**src/rtl/kronecker_pipe.sv**
```systemverilog
// Masked zero-test: first-order DOM AND tree over the negated XOR of two Boolean
// shares, one register level per tree level. KRONECKER_RAND_REUSE_EN shares rand bits across tree halves.
module kronecker_pipe #(
  parameter int WIDTH = 8,
  localparam int LEVELS = $clog2(WIDTH),
`ifdef KRONECKER_RAND_REUSE_EN
  localparam int RW = WIDTH / 2
`else
  localparam int RW = WIDTH - 1
`endif
) (
  input  logic               clk,
  input  logic               rst_n,
  input  logic [2*WIDTH-1:0] inp,
  // "rand" is a reserved word in SystemVerilog, so the randomness port carries a suffix
  input  logic [RW-1:0]      rand_i,
  input  logic               in_valid,
  output logic               in_ready,
  input  logic               out_ready,
  output logic               out_valid,
  output logic [1:0]         Z
);

  localparam int NG = WIDTH - 1;

  // Map a gate number to the rand bit it consumes.
  function automatic int rand_idx(input int g);
`ifdef KRONECKER_RAND_REUSE_EN
    return (g < WIDTH / 2) ? g : (WIDTH - 2 - g);
`else
    return g;
`endif
  endfunction

  logic [NG-1:0]     a1_s, a0_s, b1_s, b0_s, r_s;
  logic [NG-1:0]     p11_q, p10_q, p00_q, p01_q;
  logic [NG-1:0]     z1_s, z0_s;
  logic [LEVELS-1:0] valid_q;

  // Each output share is an XOR of registers from its own share domain only.
  assign z1_s      = p11_q ^ p10_q;
  assign z0_s      = p00_q ^ p01_q;
  assign out_valid = valid_q[LEVELS-1];
  assign in_ready  = ~out_valid | out_ready;
  assign Z         = {z1_s[NG-1], z0_s[NG-1]};

  for (genvar l = 1; l <= LEVELS; l++) begin : g_lvl
    localparam int OFF = WIDTH - (WIDTH >> (l - 1));
    localparam int N   = WIDTH >> l;
    for (genvar j = 0; j < N; j++) begin : g_gate
      localparam int G    = OFF + j;
      localparam int RIDX = rand_idx(G);
      if (l == 1) begin : g_leaf
        assign a1_s[G] = inp[2*j];
        assign a0_s[G] = ~inp[WIDTH+2*j];
        assign b1_s[G] = inp[2*j+1];
        assign b0_s[G] = ~inp[WIDTH+2*j+1];
        assign r_s[G]  = rand_i[RIDX];
      end else begin : g_inner
        localparam int P = OFF - (WIDTH >> (l - 1)) + 2 * j;
        logic [l-2:0] dly_q;
        assign a1_s[G] = z1_s[P];
        assign a0_s[G] = z0_s[P];
        assign b1_s[G] = z1_s[P+1];
        assign b0_s[G] = z0_s[P+1];
        assign r_s[G]  = dly_q[l-2];
        // Carry this gate's rand bit alongside its operand down the tree.
        always_ff @(posedge clk or negedge rst_n) begin
          if (!rst_n) begin
            dly_q <= '0;
          end else if (in_ready) begin
            dly_q[0] <= rand_i[RIDX];
            for (int k = 1; k < l - 1; k++) begin
              dly_q[k] <= dly_q[k-1];
            end
          end
        end
      end
    end
  end

  // All four cross products are registered before any share recombination.
  always_ff @(posedge clk or negedge rst_n) begin
    if (!rst_n) begin
      p11_q <= '0;
      p10_q <= '0;
      p00_q <= '0;
      p01_q <= '0;
    end else if (in_ready) begin
      p11_q <= a1_s & b1_s;
      p10_q <= (a1_s & b0_s) ^ r_s;
      p00_q <= a0_s & b0_s;
      p01_q <= (a0_s & b1_s) ^ r_s;
    end
  end

  // Per-level valid bits shift with the data under the global stall.
  always_ff @(posedge clk or negedge rst_n) begin
    if (!rst_n) begin
      valid_q <= '0;
    end else if (in_ready) begin
      valid_q[0] <= in_valid;
      for (int k = 1; k < LEVELS; k++) begin
        valid_q[k] <= valid_q[k-1];
      end
    end
  end

endmodule

```
**config.mk**
```make
export PLATFORM = sky130hd
export DESIGN_NAME = kronecker_pipe
export DESIGN_NICKNAME = d
export VERILOG_FILES = /design/src/rtl/kronecker_pipe.sv
export SDC_FILE = /design/constraint.sdc
export NUM_CORES = 1
export LEC_CHECK = 0
export ABC_AREA = 1
export CORE_AREA = 2 2 53 75
export CTS_BUF_LIST = sky130_fd_sc_hd__clkbuf_8
export CTS_CLUSTER_SIZE = 25
export DETAILED_ROUTE_END_ITERATION = 12
export DIE_AREA = 0 0 55 77
export DONT_BUFFER_PORTS = 1
export GPL_ROUTABILITY_DRIVEN = 0
export MAX_ROUTING_LAYER = met4
export PLACE_DENSITY = 0.75
export SLEW_MARGIN = 20
export SYNTH_ARGS = -nofsm -noshare
export SYNTH_HDL_FRONTEND = slang
export SYNTH_SLANG_ARGS = --single-unit
```
**constraint.sdc**
```tcl
create_clock -name clk -period 1.9 [get_ports clk]
set_input_delay 0.19 -clock clk [delete_from_list [all_inputs] [get_ports clk]]
set_output_delay 0.19 -clock clk [all_outputs]
set_load 0.1 [all_outputs]
```
==> impl_metrics.env, run 1 <==
export IMPL_cts_resized=0
export IMPL_place_inst=272
export IMPL_layout_common_cells="nand2_1, inv_1, dfrtp_1"
export IMPL_rsz0062_at_grt="false"
export IMPL_ant_nets=0
export IMPL_crit_arrival_ps=1550
export IMPL_drt_initial_drc_count=37
export IMPL_start_kind="flip-flop"
export IMPL_synth_distinct_cells=13
export IMPL_cts_root_buf="clkbuf_8"
export IMPL_cts_hold_buffers_added=2
export IMPL_stdcell_count=282
export IMPL_ys_seq_area_frac=0.4676
export IMPL_postPlaceCellArea_um2=1894
export IMPL_fin_area_um2=2024
export IMPL_area_growth_pct=8.083
export IMPL_route_detailed_drc=0
export IMPL_wirelength_um=2994
export IMPL_pin_count=31
export IMPL_fin_nets=266
export IMPL_antenna_found_initial=0
export IMPL_status="finished clean"
export IMPL_grt_overflow=0
export IMPL_cts_sinks=35
export IMPL_synth_top_area_share=0.4676
export IMPL_drv_slew=0
export IMPL_grt_pass1_wl_um=5285
export IMPL_cts_setup_buffers=0
export IMPL_relSlewSlack=0.6357
export IMPL_num_antenna_cells=0
export IMPL_end_kind="output port"
export IMPL_synth_seq_cells=35
export IMPL_synth_top_area_cell="dfrtp_1"
export IMPL_cts_tree="yes"
export IMPL_rows=26
export IMPL_finalCritPeriodShare=0.9172
export IMPL_htree_levels=2
export IMPL_syn_inst=232
export IMPL_initial_core_util=0.5234
export IMPL_cts_made_buffers=5
export IMPL_p_per_area_nw_per_um2=1453
export IMPL_finClkSkew_ps=3.169
export IMPL_syn_nets=259
export IMPL_vias=1361
export IMPL_tightest_slew_ps=546.5
export IMPL_drt_pass1_iter_count=4
export IMPL_fmax_mhz=573.9
export IMPL_grt_pass1_vias=1303
export IMPL_clk_path_buf_depth=2
export IMPL_drive_gt1_frac=0.1375
export IMPL_wl_per_cell_um=10.62
export IMPL_io_buffers=0
export IMPL_hold_class="input port to flip-flop"
export IMPL_core_um2=3578
export IMPL_ys_warnings_count=0
export IMPL_place_hpwl_um=2095
export IMPL_avgViaCountPerCell=4.826
export IMPL_fp_dieH_um=77
export IMPL_path_clk_slew_ps=70
export IMPL_final_common_cell="nand2_1"
export IMPL_clock_latency_ps=290
export IMPL_die_x_um=55
export IMPL_syn_area_per_cell_um2=8.073
export IMPL_grt_start_max_net_pins=36
export IMPL_hold_viol_final=0
export IMPL_grtUsageTotal=0.1757
export IMPL_path_class="flip-flop to output port"
export IMPL_ys_top_cells_by_area="dfrtp_1, nand2_1, o21ai_2, inv_1, nand3_1"
export IMPL_power_leakage_nw=1.078
export IMPL_syn_area_um2=1873
export IMPL_setup_viol_count_final=0
export IMPL_setup_tns_ps=0
export IMPL_cp_max_fo=23
export IMPL_die_area_um2=4235
export IMPL_period_needed_ps=1743
export IMPL_drv_cap=0
export IMPL_vdd_drop_max_mv=1.018
export IMPL_crit_required_ps=1710
export IMPL_timing_hold_ws_ps=17.95
Yosys cell counts:
| cell type | count |
|---|---|
| xor2_1 | 10 |
| clkbuf_8 | 2 |
| buf_6 | 3 |
| nand2_1 | 91 |
| buf_8 | 1 |
| or2_1 | 1 |
| buf_12 | 1 |
| o21ai_2 | 16 |
| clkinv_8 | 1 |
| nand3_1 | 26 |
| o21ai_0 | 8 |
| dfrtp_1 | 35 |
| inv_1 | 37 |
layout make-up:
cell class,count,area [um^2]
Tap cell,42,52.55
Fill cell,344,1554
Inverter,38,155.1
Clock buffer,7,96.34
Multi-Input combinational cell,152,760.7
Sequential cell,35,875.8
Clock inverter,1,3.754
Timing Repair Buffer,7,80.08
path summary, 6_finish.rpt:
check / endpoint / slack [ps] / start / depth (start not counted)
min in group asynchronous: g_lvl[3].g_gate[0].g_inner.dly_q[1] / 350 / rst_n / 2
max in group asynchronous: p10_q[0] / 1370 / rst_n / 2
max: in_ready / 160 / valid_q[2] / 3
max reg2reg: p10_q[3] / 330 / valid_q[2] / 5
min: valid_q[0] / 20 / in_valid / 2
min reg2reg: valid_q[2] / 470 / valid_q[1] / 2
report_power, final:
| part | leakage [nW] | internal [mW] | switching (mW) |
|---|---|---|---|
| Combinational | 0.588 | 0.361 | 0.880 |
| Clock | 0.0557 | 0.325 | 0.249 |
| Sequential | 0.435 | 0.973 | 0.154 |
metrics by stage:
stage                 util  setup slack, ps  total power [mW]
finish              0.5657            157.4             2.941
floorplan                -            48.99             2.214
global route        0.5657            23.39             3.187
global placement    0.5294            414.0             2.340
CTS                 0.5657            133.3             2.978
detailed placement  0.5294            289.7             2.370
critical path, cell delays in order (launching register included):
cell	delay (ps)
dfrtp_1	370
inv_1	40
or2_2	450
buf_4	390
flip-flops by register name (all words and copies together) (netlist names):
signal and cells:
p01_q 7, valid_q 3, g_lvl.g_gate.g_inner.dly_q 4, p11_q 7
p10_q 7, p00_q 7
per-layer routing:
layer	up-vias	GRT usage	routed length (um)
met4	0	0.1000	87
met5	-	-	0
met1	610	0.2090	1292
met3	6	0.04280	145
li1	718	-	-
met2	27	0.2631	1468
logic make-up (layout without fill, tap and decap cells):
logic type / after synthesis / after routing / synth area share
AOI/OAI and AO/OA: 24 / 24 / 0.09619
xor gates and xnor gates: 10 / 10 / 0.04676
DFF: 35 / 35 / 0.4676
buffers and inverters: 45 / 53 / 0.1343
and+or+nand+nor: 118 / 118 / 0.2552
Power figures use the tool's default switching activity.
==> run 2: changes to the inputs <==
==> constraint.sdc (replaced) <==
create_clock -name clk -period 1.71 [get_ports clk]
set_input_delay 0.171 -clock clk [delete_from_list [all_inputs] [get_ports clk]]
set_output_delay 0.171 -clock clk [all_outputs]
set_load 0.1 [all_outputs]
==> impl_metrics.env, run 2 (synthesized netlist as in run 1, its figures left out) <==
export IMPL_setup_tns_ps=0
export IMPL_period_needed_ps=1374
export IMPL_hold_class="input port to flip-flop"
export IMPL_num_antenna_cells=0
export IMPL_p_sw_mw=1.428
export IMPL_switching_share=0.4491
export IMPL_internal_power_mw=1.752
export IMPL_cts_hold_buffers_added=2
export IMPL_io_buffers=0
export IMPL_die_x_um=55
export IMPL_r2r_end="p10_q[3]"
export IMPL_grt_pass1_vias=1317
export IMPL_path_class="flip-flop to output port"
export IMPL_crit_path_end="in_ready"
export IMPL_drive_gt1_frac=0.1399
export IMPL_clk_path_buf_depth=2
export IMPL_met2_length_um=1604
export IMPL_status="finished clean"
export IMPL_cts_resized=0
export IMPL_finalCritPeriodShare=0.8032
export IMPL_cts_tree="yes"
export IMPL_crit_arrival_ps=1200
export IMPL_grtUsageTotal=0.1823
export IMPL_drt_pass1_iter_count=5
export IMPL_tightest_slew_ps=309.6
export IMPL_power_frac_comb=0.434
export IMPL_route_top_layer_used="met4"
export IMPL_drv_slew=0
export IMPL_wl_per_cell_um=10.78
export IMPL_ant_nets=0
export IMPL_final_common_cell="nand2_1"
export IMPL_cts_setup_buffers=0
export IMPL_grt_pass1_wl_um=5499
export IMPL_core_um2=3578
export IMPL_wirelength_um=3072
export IMPL_cts_sinks=35
export IMPL_cts_root_buf="clkbuf_8"
export IMPL_crit_start="valid_q[2]"
export IMPL_met3WireLength_um=137
export IMPL_vdd_drop_max_mv=1.511
export IMPL_layout_common_cells="nand2_1, inv_1, dfrtp_1"
export IMPL_cp_max_fo=3
export IMPL_power_frac_seq=0.395
export IMPL_relSlewSlack=0.7936
export IMPL_stdcell_count=285
export IMPL_htree_levels=2
export IMPL_utilization=0.5650
export IMPL_ff2ff_setup_slack_ps=390
export IMPL_r2r_start="valid_q[2]"
export IMPL_fmax_mhz=728.1
export IMPL_fin_nets=269
export IMPL_fp_dieH_um=77
export IMPL_initial_core_util=0.5234
export IMPL_crit_required_ps=1540
export IMPL_fin_area_um2=2022
export IMPL_place_inst=273
export IMPL_postPlaceCellArea_um2=1891
export IMPL_antenna_found_initial=0
export IMPL_power_leakage_nw=1.080
export IMPL_clock_latency_ps=280
export IMPL_drv_cap=0
export IMPL_finClkSkew_ps=3.688
export IMPL_rsz0062_at_grt="false"
export IMPL_die_area_um2=4235
export IMPL_p_clk_frac=0.172
export IMPL_vias=1380
export IMPL_cts_made_buffers=5
export IMPL_num_fill_cells=338
export IMPL_end_kind="output port"
export IMPL_wl_met1_um=1247
export IMPL_place_hpwl_um=2147
export IMPL_path_clk_slew_ps=60
export IMPL_avgViaCountPerCell=4.842
export IMPL_p_per_area_nw_per_um2=1572
export IMPL_setup_viol_count_final=0
export IMPL_pin_count=31
export IMPL_grt_start_max_net_pins=36
export IMPL_hold_viol_final=0
export IMPL_route_detailed_drc=0
export IMPL_grt_overflow=0
export IMPL_drt_initial_drc_count=53
export IMPL_area_growth_pct=7.949
export IMPL_r2r_cells=6
export IMPL_rows=26
export IMPL_start_kind="flip-flop"
run 2: cell types whose count changed in the layout (fill, tap and decap cells not counted):
cell,delta
dlygate4sd3_1,+2
clkbuf_8,-2
buf_12,-1
dfrtp_2,+1
clkinv_2,+1
dfrtp_1,-1
inv_1,+1
buf_4,+2
run 2: worst min-delay path by stage:
stage                          from                             endpoint  slack (ps)  depth (start not counted)
after floorplan               rst_n     g_lvl[2].g_gate[0].g_inner.dly_q        -120                          0
after global placement        rst_n                             p11_q[3]        -120                          0
after detailed placement      rst_n                             p11_q[3]        -120                          0
after CTS                 rand_i[6]  g_lvl[3].g_gate[0].g_inner.dly_q[0]           1                          2
after global routing      rand_i[4]     g_lvl[2].g_gate[0].g_inner.dly_q          20                          2
final                     rand_i[4]     g_lvl[2].g_gate[0].g_inner.dly_q          10                          2
run 2: layout make-up:
class	count	area, um^2	area share
Clock inverter	3	12.51	0.006188
Tap cell	42	52.55	0.02599
Multi-Input combinational cell	152	760.7	0.3762
Inverter	38	155.1	0.07673
Clock buffer	5	68.82	0.03403
Sequential cell	35	877.1	0.4338
Timing Repair Buffer	10	95.09	0.04703
run 2: stage by stage:
step	hold WS (ps)	power (mW)	setup WS [ps]
5_1_grt	20.82	3.455	232.9
6_report	14.81	3.179	336.5
3_3_place_gp	-124.1	2.603	425.9
2_1_floorplan	-124.6	2.462	119.8
4_1_cts	1.448	3.210	322.2
3_5_place_dp	-123.9	2.631	391.4
run 2: worst max-delay path, cell delays in order, from the launching register on:
cell and delay (ps):
dfrtp_2 360, inv_1 30, or2_2 290, buf_4 240
run 2: power by group through the flow:
stage | clock network, mW | logic [mW] | registers, mW
after floorplan | 0 | 1.16 | 1.30
after global placement | 0 | 1.34 | 1.26
after detailed placement | 0 | 1.36 | 1.27
after CTS | 0.562 | 1.39 | 1.26
after global routing | 0.610 | 1.55 | 1.29
final | 0.546 | 1.38 | 1.26
run 2: metal layers:
metal | GRT usage | vias to the layer above
met4 | 0.08537 | 0
met5 | - | -
met3 | 0.04475 | 7
li1 | - | 725
met1 | 0.2255 | 613
met2 | 0.2738 | 35
==> run 3: changes to the inputs <==
==> constraint.sdc (replaced) <==
create_clock -name clk -period 1.35 [get_ports clk]
set_input_delay 0.135 -clock clk [delete_from_list [all_inputs] [get_ports clk]]
set_output_delay 0.135 -clock clk [all_outputs]
set_load 0.1 [all_outputs]
==> impl_metrics.env, run 3 (synthesized netlist as in run 1, its figures left out) <==
export IMPL_ff2ff_setup_slack_ps=110
export IMPL_num_fill_cells=307
export IMPL_ant_nets=0
export IMPL_pin_count=31
export IMPL_power_frac_seq=0.372
export IMPL_hold_class="input port to flip-flop"
export IMPL_cp_max_fo=4
export IMPL_crit_required_ps=1220
export IMPL_grt_start_max_net_pins=36
export IMPL_cts_tree="yes"
export IMPL_period_needed_ps=1321
export IMPL_switching_share=0.4402
export IMPL_clk_path_buf_depth=2
export IMPL_area_growth_pct=16.83
export IMPL_avgViaCountPerCell=4.875
export IMPL_holdPathStages=2
export IMPL_finalCritPeriodShare=0.9783
export IMPL_grtUsageTotal=0.1816
export IMPL_p_clk_frac=0.158
export IMPL_end_kind="output port"
export IMPL_setup_tns_ps=0
export IMPL_p_sw_mw=1.916
export IMPL_cts_made_buffers=5
export IMPL_r2r_start="valid_q[2]"
export IMPL_core_um2=3578
export IMPL_htree_levels=2
export IMPL_initial_core_util=0.5234
export IMPL_setup_viol_count_final=0
export IMPL_wl_per_cell_um=10.91
export IMPL_drv_cap=0
export IMPL_utilization=0.6115
export IMPL_place_hpwl_um=2201
export IMPL_stdcell_count=288
export IMPL_hold_viol_final=0
export IMPL_cts_setup_buffers=0
export IMPL_drive_gt1_frac=0.1951
export IMPL_clock_latency_ps=280
export IMPL_rows=26
export IMPL_p_per_area_nw_per_um2=1989
export IMPL_whs_endpoint="p11_q[0]"
export IMPL_r2r_cells=5
export IMPL_drt_pass1_iter_count=4
export IMPL_grt_pass1_wl_um=5444
export IMPL_fin_nets=273
export IMPL_relSlewSlack=0.8160
export IMPL_holdCritStartpoint="inp[0]"
export IMPL_power_frac_comb=0.470
export IMPL_path_clk_slew_ps=70
export IMPL_r2r_end="p00_q[3]"
export IMPL_antenna_found_initial=0
export IMPL_fp_dieH_um=77
export IMPL_io_buffers=0
export IMPL_num_antenna_cells=0
export IMPL_grt_pass1_vias=1333
export IMPL_drt_initial_drc_count=48
export IMPL_place_inst=273
export IMPL_vdd_drop_max_mv=1.681
export IMPL_crit_arrival_ps=1190
export IMPL_status="finished clean"
export IMPL_die_x_um=55
export IMPL_power_leakage_nw=1.135
export IMPL_layout_common_cells="nand2_1, inv_1, dfrtp_1"
export IMPL_cts_sinks=35
export IMPL_rsz0062_at_grt="true"
export IMPL_tightest_slew_ps=278.4
export IMPL_grt_overflow=0
export IMPL_cts_root_buf="clkbuf_8"
export IMPL_drv_slew=0
export IMPL_finClkSkew_ps=6.021
export IMPL_die_area_um2=4235
export IMPL_final_common_cell="nand2_1"
export IMPL_internal_power_mw=2.437
export IMPL_path_class="flip-flop to output port"
export IMPL_wirelength_um=3143
export IMPL_start_kind="flip-flop"
export IMPL_route_detailed_drc=0
export IMPL_fmax_mhz=757.2
export IMPL_vias=1404
run 3: timing repair:
action,4_1_cts,5_1_grt
setup endpoints to repair,1,1
hold buffers,8,0
pin swaps,0,1
resized for setup,3,0
endpoints found under the hold margin,40,0
gates cloned,0,0
run 3: layout make-up:
cell class                      count  area, um^2  share of cell area
Sequential cell                    35       879.6              0.4019
Clock inverter                      2       7.507            0.003431
Inverter                           38       155.1             0.07090
Timing Repair Buffer               14       185.2             0.08462
Tap cell                           42       52.55             0.02401
Multi-Input combinational cell    152       839.6              0.3836
Clock buffer                        5       68.82             0.03145
run 3: per-layer routing:
metal / GRT usage / wire length [um] / vias up
met5: - / 0 / -
met4: 0.08049 / 70 / 0
met3: 0.04669 / 107 / 6
met2: 0.2893 / 1610 / 26
met1: 0.2080 / 1355 / 645
li1: - / - / 727
run 3: worst max-delay path by stage:
stage                    start  endpoint  slack [ps]
detailed placement  valid_q[2]  p00_q[3]         140
global route        valid_q[2]  in_ready         -10
global placement    valid_q[2]  p00_q[3]         180
CTS                 valid_q[2]  in_ready           1
finish              valid_q[2]  in_ready          30
floorplan           valid_q[2]  p00_q[6]        -100
run 3: power by group through the flow:
stage / clock network (mW) / registers, mW / logic (mW)
global route: 0.758 / 1.66 / 2.26
floorplan: 0 / 1.68 / 1.59
CTS: 0.702 / 1.62 / 2.08
detailed placement: 0 / 1.64 / 2.00
global placement: 0 / 1.62 / 1.97
finish: 0.687 / 1.62 / 2.05
run 3: per-stage QoR:
| step | instance area (um^2) | setup WS (ps) | total power [mW] | hold WS, ps |
|---|---|---|---|---|
| floorplan | 1979 | -99.28 | 3.266 | -160.6 |
| global placement | 2009 | 179.2 | 3.596 | -159.1 |
| detailed placement | 2009 | 143.0 | 3.638 | -159.3 |
| CTS | 2188 | 1.293 | 4.398 | 7.702 |
| global route | 2188 | -11.69 | 4.673 | 18.89 |
| finish | 2188 | 29.30 | 4.353 | 10.93 |
run 3: worst max-delay path: stages, from the launching register on:
cell	delay [ps]
dfrtp_4	410
inv_2	30
or2_4	280
buf_12	180
